## src/rtl/uart_pkg.sv

```systemverilog
// Shared constants for the FIFO-fed UART transmitter: FSM encoding, frame geometry, line levels.
// Latency: n/a (types and constants only). Backpressure: n/a.
package uart_pkg;
  localparam int   UART_DATA_BITS   = 8;
  localparam int   CLKS_PER_BIT_DEF = 868;
  localparam logic STOP_LEVEL       = 1'b1;

  typedef enum logic [2:0] {
    IDLE,
    FETCH,
    LOAD,
    START,
    DATA,
    PARITY,
    STOP
  } tx_state_t;
endpackage

```

## src/rtl/uart_baud_gen.sv

```systemverilog
// Bit-period timer: pulses bit_done on the last cycle of every CLKS_PER_BIT-cycle bit.
// Latency: first pulse CLKS_PER_BIT cycles after clr drops. Backpressure: none, clr holds it at zero.
module uart_baud_gen #(
  parameter int CLKS_PER_BIT = 868
) (
  input  logic clk,
  input  logic rst_n,
  input  logic clr,
  output logic bit_done
);
  localparam int CW = (CLKS_PER_BIT > 1) ? $clog2(CLKS_PER_BIT) : 1;

  logic [CW-1:0] baud_cnt;

  assign bit_done = !clr && (baud_cnt == CW'(CLKS_PER_BIT - 1));

  always_ff @(posedge clk) begin
    if (!rst_n) begin
      baud_cnt <= '0;
    end else if (clr || bit_done) begin
      baud_cnt <= '0;
    end else begin
      baud_cnt <= baud_cnt + CW'(1);
    end
  end
endmodule

```

## src/rtl/fifo_uart_tx.sv

```systemverilog
// FIFO drain stage: pops one byte and sends it as an 8N1 frame (8E1 when UART_PARITY_EN is defined).
// Latency: tx falls two edges after IDLE accepts a byte. Backpressure: pops only in IDLE with tx_en and fifo_cnt!=0.
module fifo_uart_tx
  import uart_pkg::*;
#(
  parameter int CLKS_PER_BIT = CLKS_PER_BIT_DEF
) (
  input  logic       clk,
  input  logic       rst_n,
  input  logic       tx_en,
  input  logic [7:0] fifo_cnt,
  input  logic [7:0] fifo_data,
  output logic       fifo_rd_en,
  output logic       tx,
  output logic       busy
);
  tx_state_t  state;
  logic [7:0] shreg;
  logic [2:0] bit_cnt;
  logic       baud_clr;
  logic       bit_done;
`ifdef UART_PARITY_EN
  logic       parity;
`endif

  // Bit timer only runs while a bit is on the line; LOAD clears it so START gets a full period.
  assign baud_clr = (state == IDLE) || (state == FETCH) || (state == LOAD);

  uart_baud_gen #(
    .CLKS_PER_BIT(CLKS_PER_BIT)
  ) u_baud (
    .clk     (clk),
    .rst_n   (rst_n),
    .clr     (baud_clr),
    .bit_done(bit_done)
  );

  always_ff @(posedge clk) begin
    if (!rst_n) begin
      state      <= IDLE;
      tx         <= STOP_LEVEL;
      busy       <= 1'b0;
      fifo_rd_en <= 1'b0;
      shreg      <= '0;
      bit_cnt    <= '0;
`ifdef UART_PARITY_EN
      parity     <= 1'b0;
`endif
    end else begin
      case (state)
        IDLE: begin
          if (tx_en && (fifo_cnt != 8'd0)) begin
            fifo_rd_en <= 1'b1;
            busy       <= 1'b1;
            state      <= FETCH;
          end
        end
        FETCH: begin
          fifo_rd_en <= 1'b0;
          state      <= LOAD;
        end
        LOAD: begin
          shreg   <= fifo_data;
`ifdef UART_PARITY_EN
          parity  <= ^fifo_data;
`endif
          bit_cnt <= '0;
          tx      <= 1'b0;
          state   <= START;
        end
        START: begin
          if (bit_done) begin
            tx    <= shreg[0];
            shreg <= shreg >> 1;
            state <= DATA;
          end
        end
        DATA: begin
          if (bit_done) begin
            if (bit_cnt == 3'(UART_DATA_BITS - 1)) begin
`ifdef UART_PARITY_EN
              tx    <= parity;
              state <= PARITY;
`else
              tx    <= STOP_LEVEL;
              state <= STOP;
`endif
            end else begin
              tx      <= shreg[0];
              shreg   <= shreg >> 1;
              bit_cnt <= bit_cnt + 3'd1;
            end
          end
        end
`ifdef UART_PARITY_EN
        PARITY: begin
          if (bit_done) begin
            tx    <= STOP_LEVEL;
            state <= STOP;
          end
        end
`endif
        STOP: begin
          if (bit_done) begin
            busy  <= 1'b0;
            state <= IDLE;
          end
        end
        default: begin
          tx    <= STOP_LEVEL;
          busy  <= 1'b0;
          state <= IDLE;
        end
      endcase
    end
  end
endmodule

```

## config.mk

```make
export PLATFORM = sky130hd
export DESIGN_NAME = fifo_uart_tx
export DESIGN_NICKNAME = d
export VERILOG_FILES = /design/src/rtl/uart_pkg.sv /design/src/rtl/uart_baud_gen.sv /design/src/rtl/fifo_uart_tx.sv
export SDC_FILE = /design/constraint.sdc
export NUM_CORES = 1
export LEC_CHECK = 0
export CAP_MARGIN = 15
export CORE_MARGIN = 1
export CORE_UTILIZATION = 55
export CTS_BUF_LIST = sky130_fd_sc_hd__clkbuf_8
export CTS_CLUSTER_SIZE = 20
export DETAILED_ROUTE_END_ITERATION = 10
export PLACE_DENSITY_LB_ADDON = 0.08
export SLEW_MARGIN = 20
export SYNTH_ARGS = -nofsm -noshare
export SYNTH_HDL_FRONTEND = slang
export SYNTH_SLANG_ARGS = --single-unit
export TNS_END_PERCENT = 5
```

## constraint.sdc

```tcl
create_clock -name clk -period 2.3 [get_ports clk]
set_clock_uncertainty 0.2 [all_clocks]
set_input_delay 0.46 -clock clk [delete_from_list [all_inputs] [get_ports clk]]
set_output_delay 0.46 -clock clk [all_outputs]
set_load 0.01 [all_outputs]
```

[Word level (Yosys, flattened, before mapping)]
Cells that the tools add are included.
Storage, ports and cells
  flip-flop bits (word level): 27
  latch bits: 0
  memory bits (writable): 0
  ROM bits: 0
  input port bits: 19
  output and inout port bits: 3
  word-level logic and storage cells: 66
  memories: 0
Operators by class
  add/sub/neg operators: 2
  multipliers: 0
  div/mod/pow operators: 0
  magnitude comparators: 0
  equality and inequality tests: 13
  shifts and indexed selects: 0
  muxes and demuxes: 21
  bitwise gates (word level): 3
  reductions and logical operators: 20
Operator list (number)
  8-bit two-way mux: 3
  8-bit one-hot mux with 3 select lines: 1
  3-bit two-way mux: 7
  3-bit one-hot mux with 6 select lines: 1
  10-bit by 1-bit adder with 10-bit output (second input constant): 1
  10-bit == test (second input constant): 1
  3-bit == test (second input constant): 3
  3-bit AND reduction: 3
  2-bit by 1-bit inequality test with 1-bit output (second input constant): 4
  8-bit nonzero test: 1
  3-bit by 2-bit == test with 1-bit output (second input constant): 2
  3-bit one-hot mux with 2 select lines: 1
  1-bit two-way mux: 5
  5-bit AND reduction: 1
  2-bit inequality test (second input constant): 2
  1-bit one-hot mux with 4 select lines: 1
  4-bit AND reduction: 1
  2-bit nonzero test: 2
  4-bit OR reduction: 1
  3-bit by 1-bit adder with 3-bit output (second input constant): 1
  3-bit by 1-bit == test with 1-bit output (second input constant): 1
  3-bit zero test: 1
  1-bit logical OR: 3
  1-bit inverter: 3
  other kinds (8): 9

[Logic depth before layout (Yosys ltp)]
Gate-level depths: netlist of run 1.
  depth in word-level cells: 7
  mapped depth: 8
  depth with buffers taken out: 7

[Modules after synthesis]
A second synthesis of run 1 with hierarchy kept.
Second synthesis, totals
  cell total of the unflattened synthesis: 164
  area, all modules: 1410.1 µm²
Modules (own cells, without submodules)
  fifo_uart_tx: times used 1, cells each 110, area each 955.9 µm², seq. area each 340.3 µm²
  uart_baud_gen: times used 1, cells each 54, area each 454.2 µm², seq. area each 200.2 µm²

[Least setup slack after synthesis of run 1]
Ideal clock, no wire load.
  path kind: register to register
  start point: reg u_baud.baud_cnt[0]
  end point: reg state[2]
  library setup time: 0.059 ns
  data arrival time: 1.724 ns
  required time: 2.041 ns
  slack: 0.316 ns
  cell stages (with the launch flop): 8
  path buffers: 1
  clock period less this slack: 1.984 ns
  path through: dfxtp_1 ha_1 and4b_1 and3_1 buf_6 o22ai_4 or4b_1 nand2_1
Between the ends
  word-level cells in the longest chain between the ends: 4
  elaborated cells on any way between the ends: 6
  those cells by class: eq/ne (4); reduce/logical (2)
RTL lines
  start, declared: line uart_baud_gen.sv:13  | logic [CW-1:0] baud_cnt;
  start signal, assigned: line uart_baud_gen.sv:23  | baud_cnt <= baud_cnt + CW'(1);
  10-bit == test *: line uart_baud_gen.sv:15  | assign bit_done = !clr && (baud_cnt == CW'(CLKS_PER_BIT - 1));
  1-bit logical AND *: line uart_baud_gen.sv:15
  2-bit by 1-bit inequality test with 1-bit output (no line)
  5-bit AND reduction (no line) *
  end signal, assigned: line fifo_uart_tx.sv:40  | state <= IDLE;
  end signal, assigned: line fifo_uart_tx.sv:55  | state <= FETCH;
  end signal, assigned: line fifo_uart_tx.sv:60  | state <= LOAD;
  end, declared: line fifo_uart_tx.sv:17  | tx_state_t state;
Mark *: on every way between the ends. The rest lies on a longest branch, timed or not.
A chain may end at the register's enable or synchronous reset.

[Final worst setup path of run 1]
Ends and elaborated chain as after synthesis.

==> reports/qor.log, run 1 <==
qor: worst_setup_path.worst-endpoint-required 2320 ps
qor: timing.rsz0062_at_grt false
qor: synthesis.number_of_synthesized_flops_with_an_enable_pin 0
qor: clock_network.cts.repair_timing.setup_buffer_count 0
qor: synthesis.synth.cell_area 0.001408 mm2
qor: synthesis.synthesis.yosys.warnings 0
qor: synthesis.netlist.area_leader.share 0.3840
qor: layout.final_nets 202
qor: timing.finalSetupViolCount 0
qor: worst_setup_path.arr_time_crit_path 2160 ps
qor: hold_path.min-delay-path-class reg2reg
qor: floorplan.coreArea 0.002318 mm2
qor: clock_network.ctsResizeCount 0
qor: worst_setup_path.timing.critical_path.slowest_stage_cell or4b_1
qor: clock_network.postCtsHoldBufs 0
qor: worst_setup_path.startpoint_type register
qor: floorplan.initial_core_util 0.6071
qor: floorplan.top_level_ports 22
qor: layout.antenna_cells 0
qor: layout.post_route_cells_drive_above_1_share 0.08380
qor: place.postPlaceCellArea 0.001664 mm2
qor: clock_network.root_buffer clkbuf_8
qor: timing.final-max-slew-violation-count 0
qor: layout.fillers 181
qor: synthesis.post_synth.cell_area_avg 9.081 um2
qor: timing.finalHoldViolCount 0
qor: detailed_routing.finalWirelength 2834 um
qor: detailed_routing.1st_pass_router_iterations 4
qor: synthesis.ys_ff_latch 27
qor: synthesis.synth.area.top_cells dfxtp_1, mux2i_1, o211a_1
qor: floorplan.chipHeight 52.59 um
qor: timing.timing_worst_slew_pin_value 541.4 ps
qor: place.dpl_worst_slack 133.8 ps
qor: detailed_routing.viasPerCell 5.792
qor: worst_setup_path.cp-end-kind register
qor: place.hpwlAfterDp 2181 um
qor: grt.grt_antenna_before_repair 0
qor: layout.final_cell_count_no_fill 207
qor: detailed_routing.drt.antenna.violating_nets 0
qor: synthesis.synth_ff_type dfxtp_1
qor: timing.setup_ws 161.8 ps
qor: timing.total_negative_slack 0 ps
qor: run.maxCapViolations 0
qor: floorplan.die_area 0.002766 mm2
qor: pwr.fin_total_pwr 0.001511 W
qor: clock_network.tritoncts built
qor: timing.slew_headroom 0.6383
qor: grt.gr-usage-all-layers 0.2365
qor: pwr.vdd.ir_drop.worst 0.7028 mV
qor: detailed_routing.remaining_drc_errors 0
qor: grt.first_pass_grt_wire_length 4761 um
qor: synthesis.synth.net_count 177
qor: place.gp_routability_congestion 0.8802
qor: floorplan.core.rowCount 17
qor: synthesis.yosys.cell_types.count 43
qor: clock_network.maximum_level_of_the_cts_h_tree 1
qor: timing.layout_worst_path_cycle_share 0.9297
qor: clock_network.cts_num_sinks 27
qor: worst_setup_path.critical_path_buf_inv_count 0
qor: grt.grt_start_max_net_pins 17
qor: synthesis.synthCells 155
qor: worst_setup_path.criticalPathCategory reg2reg
qor: clock_network.clkLatencyLatePin 270 ps
qor: detailed_routing.detailedRoute.firstIterationViolations 22
qor: timing.maxClockFrequency 467.7 MHz
qor: synthesis.synth.largest_area_cell dfxtp_1
qor: synthesis.seq_area_frac_synth 0.3840
qor: floorplan.fp.dieW 52.59 um
qor: worst_setup_path.critical_path.top_delay_family simple AND/OR/NAND/NOR gates
qor: grt.globalRouteOverflowTotal 0
qor: layout.synthToLayoutAreaGrowth 21.51%
qor: grt.number_of_global_route_vias_before_repair 1106
qor: worst_setup_path.critical_path_peak_fanout 6
qor: run_status.outcome finished clean
qor: pwr.total_leakage_power 0.7625 nW
qor: place.portBuffers 21
qor: clock_network.clk_pin_slew_worst_paths 90 ps
qor: layout.layout.cell_area.non_filler 0.001710 mm2
qor: detailed_routing.wire_per_inst 13.69 um
qor: pwr.power.density_cell_area 883.5 mW/mm2
qor: worst_setup_path.ordered_cell_list_for_the_critical_path ha_1 -> and4b_1 -> and3_1 -> o22ai_4 -> or4b_1 -> nand2_1
qor: detailed_routing.vias 1199
qor: clock_network.tritoncts.num_buffers 3
qor: worst_setup_path.critPathMaxStageDelay 500 ps
qor: synthesis.asyncSetResetFlopFracSynth 0
qor: timing.finalWorstPathRequiredPeriod 2138 ps
qor: place.dpl.cell_count 203
qor: clock_network.clockBufferDepth 2
==> per-layer routing <==
layer  track usage  vias to the layer above  part of all wire
li1              -                      604                 -
met3       0.03768                        4             0.046
met1        0.2732                      561              0.44
met2        0.4388                       30              0.50
met4       0.07018                        0            0.0088
met5             0                        -                 0
==> metrics by stage <==
stage / utilization / hold WS, ps
after global routing: 0.7377 / 322.8
after detailed placement: 0.7178 / 254.4
after floorplan: - / 229.9
after global placement: 0.7178 / 240.9
after CTS: 0.7377 / 276.2
final: 0.7377 / 275.6
==> cells in the mapped netlist, drive strengths merged (2+ instances only) <==
master and count:
a21o 2, a21oi 7, and2 3, and3 4, buf 5, clkbuf 3
dfxtp 27, ha 3, mux2i 9, nand2 15, nand2b 3, nand3 6
nand4 2, nor2 15, nor2b 7, nor3 2, nor3b 2, nor4 3
nor4b 3, o211a 7, o21a 2, o21ai 2, xnor2 6, xor2 2
==> flip-flops by register name (all words and copies together), names as in the netlist <==
register	count
u_baud.baud_cnt	10
shreg	8
bit_cnt	3
state	3
busy	1
fifo_rd_en	1
tx	1
==> layout by cell type (no fill, tap or decap), types with 2 or more instances in the layout <==
cell type	netlist	final
clkdlybuf4s50_1	0	21
xor2_1	2	2
nand2_1	15	15
nor4b_1	3	3
a21oi_1	6	6
ha_1	3	3
buf_4	0	7
and2_1	3	3
nand3_1	6	6
xnor2_1	6	6
o21a_1	2	2
nor4_1	3	3
nand2b_1	3	3
and3_1	4	4
nor2_1	15	15
clkbuf_8	0	3
mux2i_1	9	9
o211a_1	7	7
nand4_1	2	2
dfxtp_1	27	27
nor3b_1	2	2
o21ai_0	2	2
nor2b_1	7	7
a21o_1	2	2
==> cell type report <==
class	instances	area, um2	share of cell area
inverter	1	3.754	0.002195
multi-input combinational	119	822.0	0.4806
sequential	27	540.5	0.3160
clock inverter	1	5.005	0.002926
clock buffer	3	41.29	0.02414
timing repair buffer	28	262.8	0.1536
tap	28	35.03	0.02048
==> worst paths after layout <==
check	startpoint	to	slack, ps	cells past startpoint
setup / recovery	u_baud.baud_cnt[0]	state[2]	160	6
hold / removal	u_baud.baud_cnt[0]	u_baud.baud_cnt[0]	280	1
setup reg to reg	u_baud.baud_cnt[0]	state[2]	160	6
hold reg to reg	u_baud.baud_cnt[0]	u_baud.baud_cnt[0]	280	1
==> report_power, final <==
part / leakage (nW) / internal (W) / total [W] / switching, W
Combinational: 0.517 / 0.000306 / 0.000618 / 0.000312
Clock: 0.0255 / 0.000121 / 0.000261 / 0.000140
Sequential: 0.220 / 0.000559 / 0.000632 / 0.0000728
Total: 0.763 / 0.000986 / 0.00151 / 0.000526
==> kinds of logic (layout without fill, tap and decap cells) <==
family,after synthesis,after routing,synth area share
AO/OA/AOI/OAI,28,28,0.1662
multiplexers,10,10,0.07200
buffers and inverters,9,33,0.03199
AND/OR/NAND/NOR,70,70,0.2693
flip-flops,27,27,0.3840
XOR/XNOR,8,8,0.04978
adder cells (fa/ha/maj),3,3,0.02667
No activity file was read; power rests on OpenSTA's default activity.
==> run 2, diff against run 1 <==
- ABC_AREA: not set -> 1
- CORE_UTILIZATION: 55 -> 38
==> run 2 against run 1 <==
Compared with the run above:
- core utilization decreased by 24 points
- routed wire length fell by 0.64%
- via count rose by 8.9%
- first-iteration DRC count rose to 3.7 times the previous value
- critical endpoint is now shreg[5]
==> reports/qor.log, run 2 <==
qor: hold_path.min_delay_worst_endpoint shreg[1]
qor: layout.antenna_cells 0 [unchanged]
qor: worst_setup_path.rr_endpoint shreg[5]
qor: grt.met3_track_demand_over_resource 0.03860 [+0.0009218]
qor: layout.largest_registers u_baud.baud_cnt: 10 flops, shreg: 8 flops
qor: worst_setup_path.ordered_cell_list_for_the_critical_path nor2_2 -> nor2_4 -> nor2_2 -> buf_4 -> nand2_1 -> nand2_1 -> nand3_1 -> a21oi_1
qor: clock_network.cts.repair_timing.setup_buffer_count 0 [unchanged]
qor: clock_network.tritoncts built
qor: floorplan.top_level_ports 22 [unchanged]
qor: detailed_routing.vias 1306 [+8.9%]
qor: clock_network.ctsResizeCount 0 [unchanged]
qor: synthesis.top_count_cell_post_synth nand2_1
qor: floorplan.core.rowCount 21 [+4]
qor: timing.layout_worst_path_cycle_share 0.8044 [-0.1253]
qor: worst_setup_path.rr_startpoint state[0]
qor: detailed_routing.viasPerCell 4.891 [-16%]
qor: worst_setup_path.worst-endpoint-required 2300 ps [-20 ps]
qor: worst_setup_path.critPathMaxStageDelay 370 ps [-130 ps]
qor: floorplan.die_area 0.003866 mm2 [+40%]
qor: grt.gr-usage-all-layers 0.1596 [-0.07691]
qor: layout.number_of_flip_flops_in_the_largest_register 10 [unchanged]
qor: grt.grt.met2_usage 0.2981 [-0.1407]
qor: detailed_routing.finalWirelength 2816 um [-0.64%]
qor: place.gp_routability_congestion 0.8498 [-3.5%]
qor: grt.grt_antenna_before_repair 0 [unchanged]
qor: layout.fillers 354 [+96%]
qor: synthesis.seq_area_frac_synth 0.3927 [+0.008727]
qor: pwr.power.density_cell_area 1001 mW/mm2 [+13%]
qor: place.dpl_worst_slack 401.9 ps [+268.1 ps]
qor: worst_setup_path.arr_time_crit_path 1850 ps [-310 ps]
qor: floorplan.chipHeight 62.18 um [+18%]
qor: timing.timing_worst_slew_pin_value 457.7 ps [-83.66 ps]
qor: timing.slew_headroom 0.6945 [+0.05622]
qor: timing.maxClockFrequency 540.5 MHz [+16%]
qor: layout.utilization 0.4934 [-0.2443]
qor: clock_network.postCtsHoldBufs 0 [unchanged]
qor: grt.grt_start_max_net_pins 17 [unchanged]
qor: timing.fin_hold_ws 268.0 ps [-7.634 ps]
qor: detailed_routing.detailedRoute.firstIterationViolations 82 [+270%]
qor: synthesis.asyncSetResetFlopFracSynth 0 [unchanged]
qor: hold_path.hold_path_depth 2 [+1]
qor: clock_network.clockBufferDepth 2 [unchanged]
qor: grt.first_pass_grt_wire_length 4988 um [+4.8%]
qor: grt.grt.busiest_layer met2
qor: worst_setup_path.critical_path.top_delay_family simple AND/OR/NAND/NOR gates
qor: place.hpwlAfterDp 2202 um [+0.98%]
qor: synthesis.netlist.area_leader.share 0.3927 [+0.008727]
qor: floorplan.initial_core_util 0.4029 [-0.2042]
qor: floorplan.coreArea 0.003416 mm2 [+47%]
qor: synthesis.ys_ff_latch 27 [unchanged]
qor: worst_setup_path.critical_path_peak_fanout 7 [+1]
qor: clock_network.clk_pin_slew_worst_paths 90 ps [about the same]
qor: synthesis.post_synth.cell_area_avg 6.986 um2 [-23%]
qor: layout.final_nets 244 [+21%]
qor: detailed_routing.drt.antenna.violating_nets 0 [unchanged]
qor: timing.finalSetupViolCount 0 [unchanged]
qor: layout.largest-register u_baud.baud_cnt
qor: grt.grt_met1_use 0.1737 [-0.09955]
qor: clock_network.clkLatencyLatePin 270 ps [about the same]
qor: layout.synthToLayoutAreaGrowth 22.45%
qor: worst_setup_path.rrSetupSlack 450 ps [+290 ps]
qor: detailed_routing.remaining_drc_errors 0 [unchanged]
qor: synthesis.synth.largest_area_cell dfxtp_1
qor: detailed_routing.1st_pass_router_iterations 6 [+2]
qor: hold_path.hold_path_startpoint shreg[1]
qor: pwr.vdd.ir_drop.worst 0.5358 mV [-24%]
qor: synthesis.yosys.cell_types.count 28 [-35%]
qor: place.portBuffers 21 [unchanged]
qor: grt.globalRouteOverflowTotal 0 [unchanged]
qor: layout.layout.cells.most_common nand2_1
qor: layout.final_cell_mix nand2_1, dfxtp_1, nor2_1
qor: worst_setup_path.cp-end-kind register
qor: clock_network.root_buffer clkbuf_8
qor: synthesis.synthCells 197 [+27%]
qor: synthesis.synthesis.yosys.warnings 0 [unchanged]
qor: synthesis.synth.cell_area 0.001376 mm2 [-2.2%]
qor: timing.finalHoldViolCount 0 [unchanged]
qor: synthesis.synth_ff_type dfxtp_1
qor: layout.post_route_cells_drive_above_1_share 0.1041 [+0.02027]
qor: clock_network.tritoncts.num_buffers 3 [unchanged]
qor: clock_network.maximum_level_of_the_cts_h_tree 1 [unchanged]
qor: grt.number_of_global_route_vias_before_repair 1249 [+13%]
qor: hold_path.min-delay-path-class reg2reg
qor: synthesis.synth_common_cells nand2_1, dfxtp_1, nor2_1
qor: timing.final-max-slew-violation-count 0 [unchanged]
qor: timing.rsz0062_at_grt false
qor: timing.setup_ws 449.9 ps [+288.1 ps]
qor: timing.total_negative_slack 0 ps [unchanged]
qor: worst_setup_path.critical_path_buf_inv_count 1 [+1]
qor: floorplan.fp.dieW 62.18 um [+18%]
qor: worst_setup_path.timing.critical_path.slowest_stage_cell dfxtp_1
qor: synthesis.number_of_synthesized_flops_with_an_enable_pin 0 [unchanged]
qor: run_status.outcome finished clean
qor: worst_setup_path.reg2reg_depth 8 [+2]
qor: timing.finalWorstPathRequiredPeriod 1850 ps [-288.1 ps]
qor: worst_setup_path.startpoint_type register
qor: run.maxCapViolations 0 [unchanged]
qor: synthesis.synth.net_count 219 [+24%]
qor: clock_network.cts_num_sinks 27 [unchanged]
qor: synthesis.synth.area.top_cells dfxtp_1, nand2_1, a21oi_1
qor: worst_setup_path.criticalPathCategory reg2reg
qor: pwr.total_leakage_power 0.6673 nW [-12%]
qor: detailed_routing.wire_per_inst 10.55 um [-23%]
-- run 2: routing by layer --
layer	vias to the layer above	share of wire
met3	6	0.030
li1	689	-
met5	-	0
met4	0	0.017
met2	22	0.49
met1	589	0.46
-- run 2: cells by family after synthesis --
logic type | count (synthesis) | share of synthesized area
compound gates | 28 | 0.1082
simple gates | 122 | 0.4127
xor+xnor | 2 | 0.01273
buf+inv | 15 | 0.04636
flops | 27 | 0.3927
fa+ha+maj | 3 | 0.02728
-- run 2: worst max-delay path by stage --
stage	end	slack, ps	startpoint	cells past startpoint
2_1_floorplan	shreg[1]	640	bit_cnt[0]	8
3_3_place_gp	state[2]	440	fifo_cnt[0]	9
3_5_place_dp	state[1]	400	fifo_cnt[0]	9
4_1_cts	shreg[0]	450	bit_cnt[0]	8
5_1_grt	shreg[0]	280	state[0]	8
6_report	shreg[5]	450	state[0]	8
-- run 2: worst min-delay path, stage by stage (launching register included) --
cell     delay, ps
dfxtp_1        320
nand2_1         60
a21oi_1         50
-- run 2: area by class of cell --
class	count	area (um2)	area share
Multi-Input combinational cell	155	772.0	0.4581
Sequential cell	27	540.5	0.3207
Timing Repair Buffer	22	217.7	0.1292
Tap cell	46	57.56	0.03415
Inverter	13	48.80	0.02895
Clock buffer	3	41.29	0.02450
Clock inverter	1	7.507	0.004454
-- run 2: where the power goes --
| part | total (W) | switching, W | internal [W] |
|---|---|---|---|
| registers | 0.000668 | 0.0000845 | 0.000583 |
| logic | 0.000745 | 0.000452 | 0.000293 |
| clock network | 0.000274 | 0.000151 | 0.000123 |
-- run 2: through the flow --
stage | area, um2 | cells | power [W]
2_1_floorplan | 1376 | 197 | 0.001227
3_3_place_gp | 1637 | 263 | 0.001403
3_5_place_dp | 1637 | 263 | 0.001426
4_1_cts | 1685 | 267 | 0.001708
5_1_grt | 1685 | 267 | 0.001834
6_report | 1685 | 267 | 0.001687
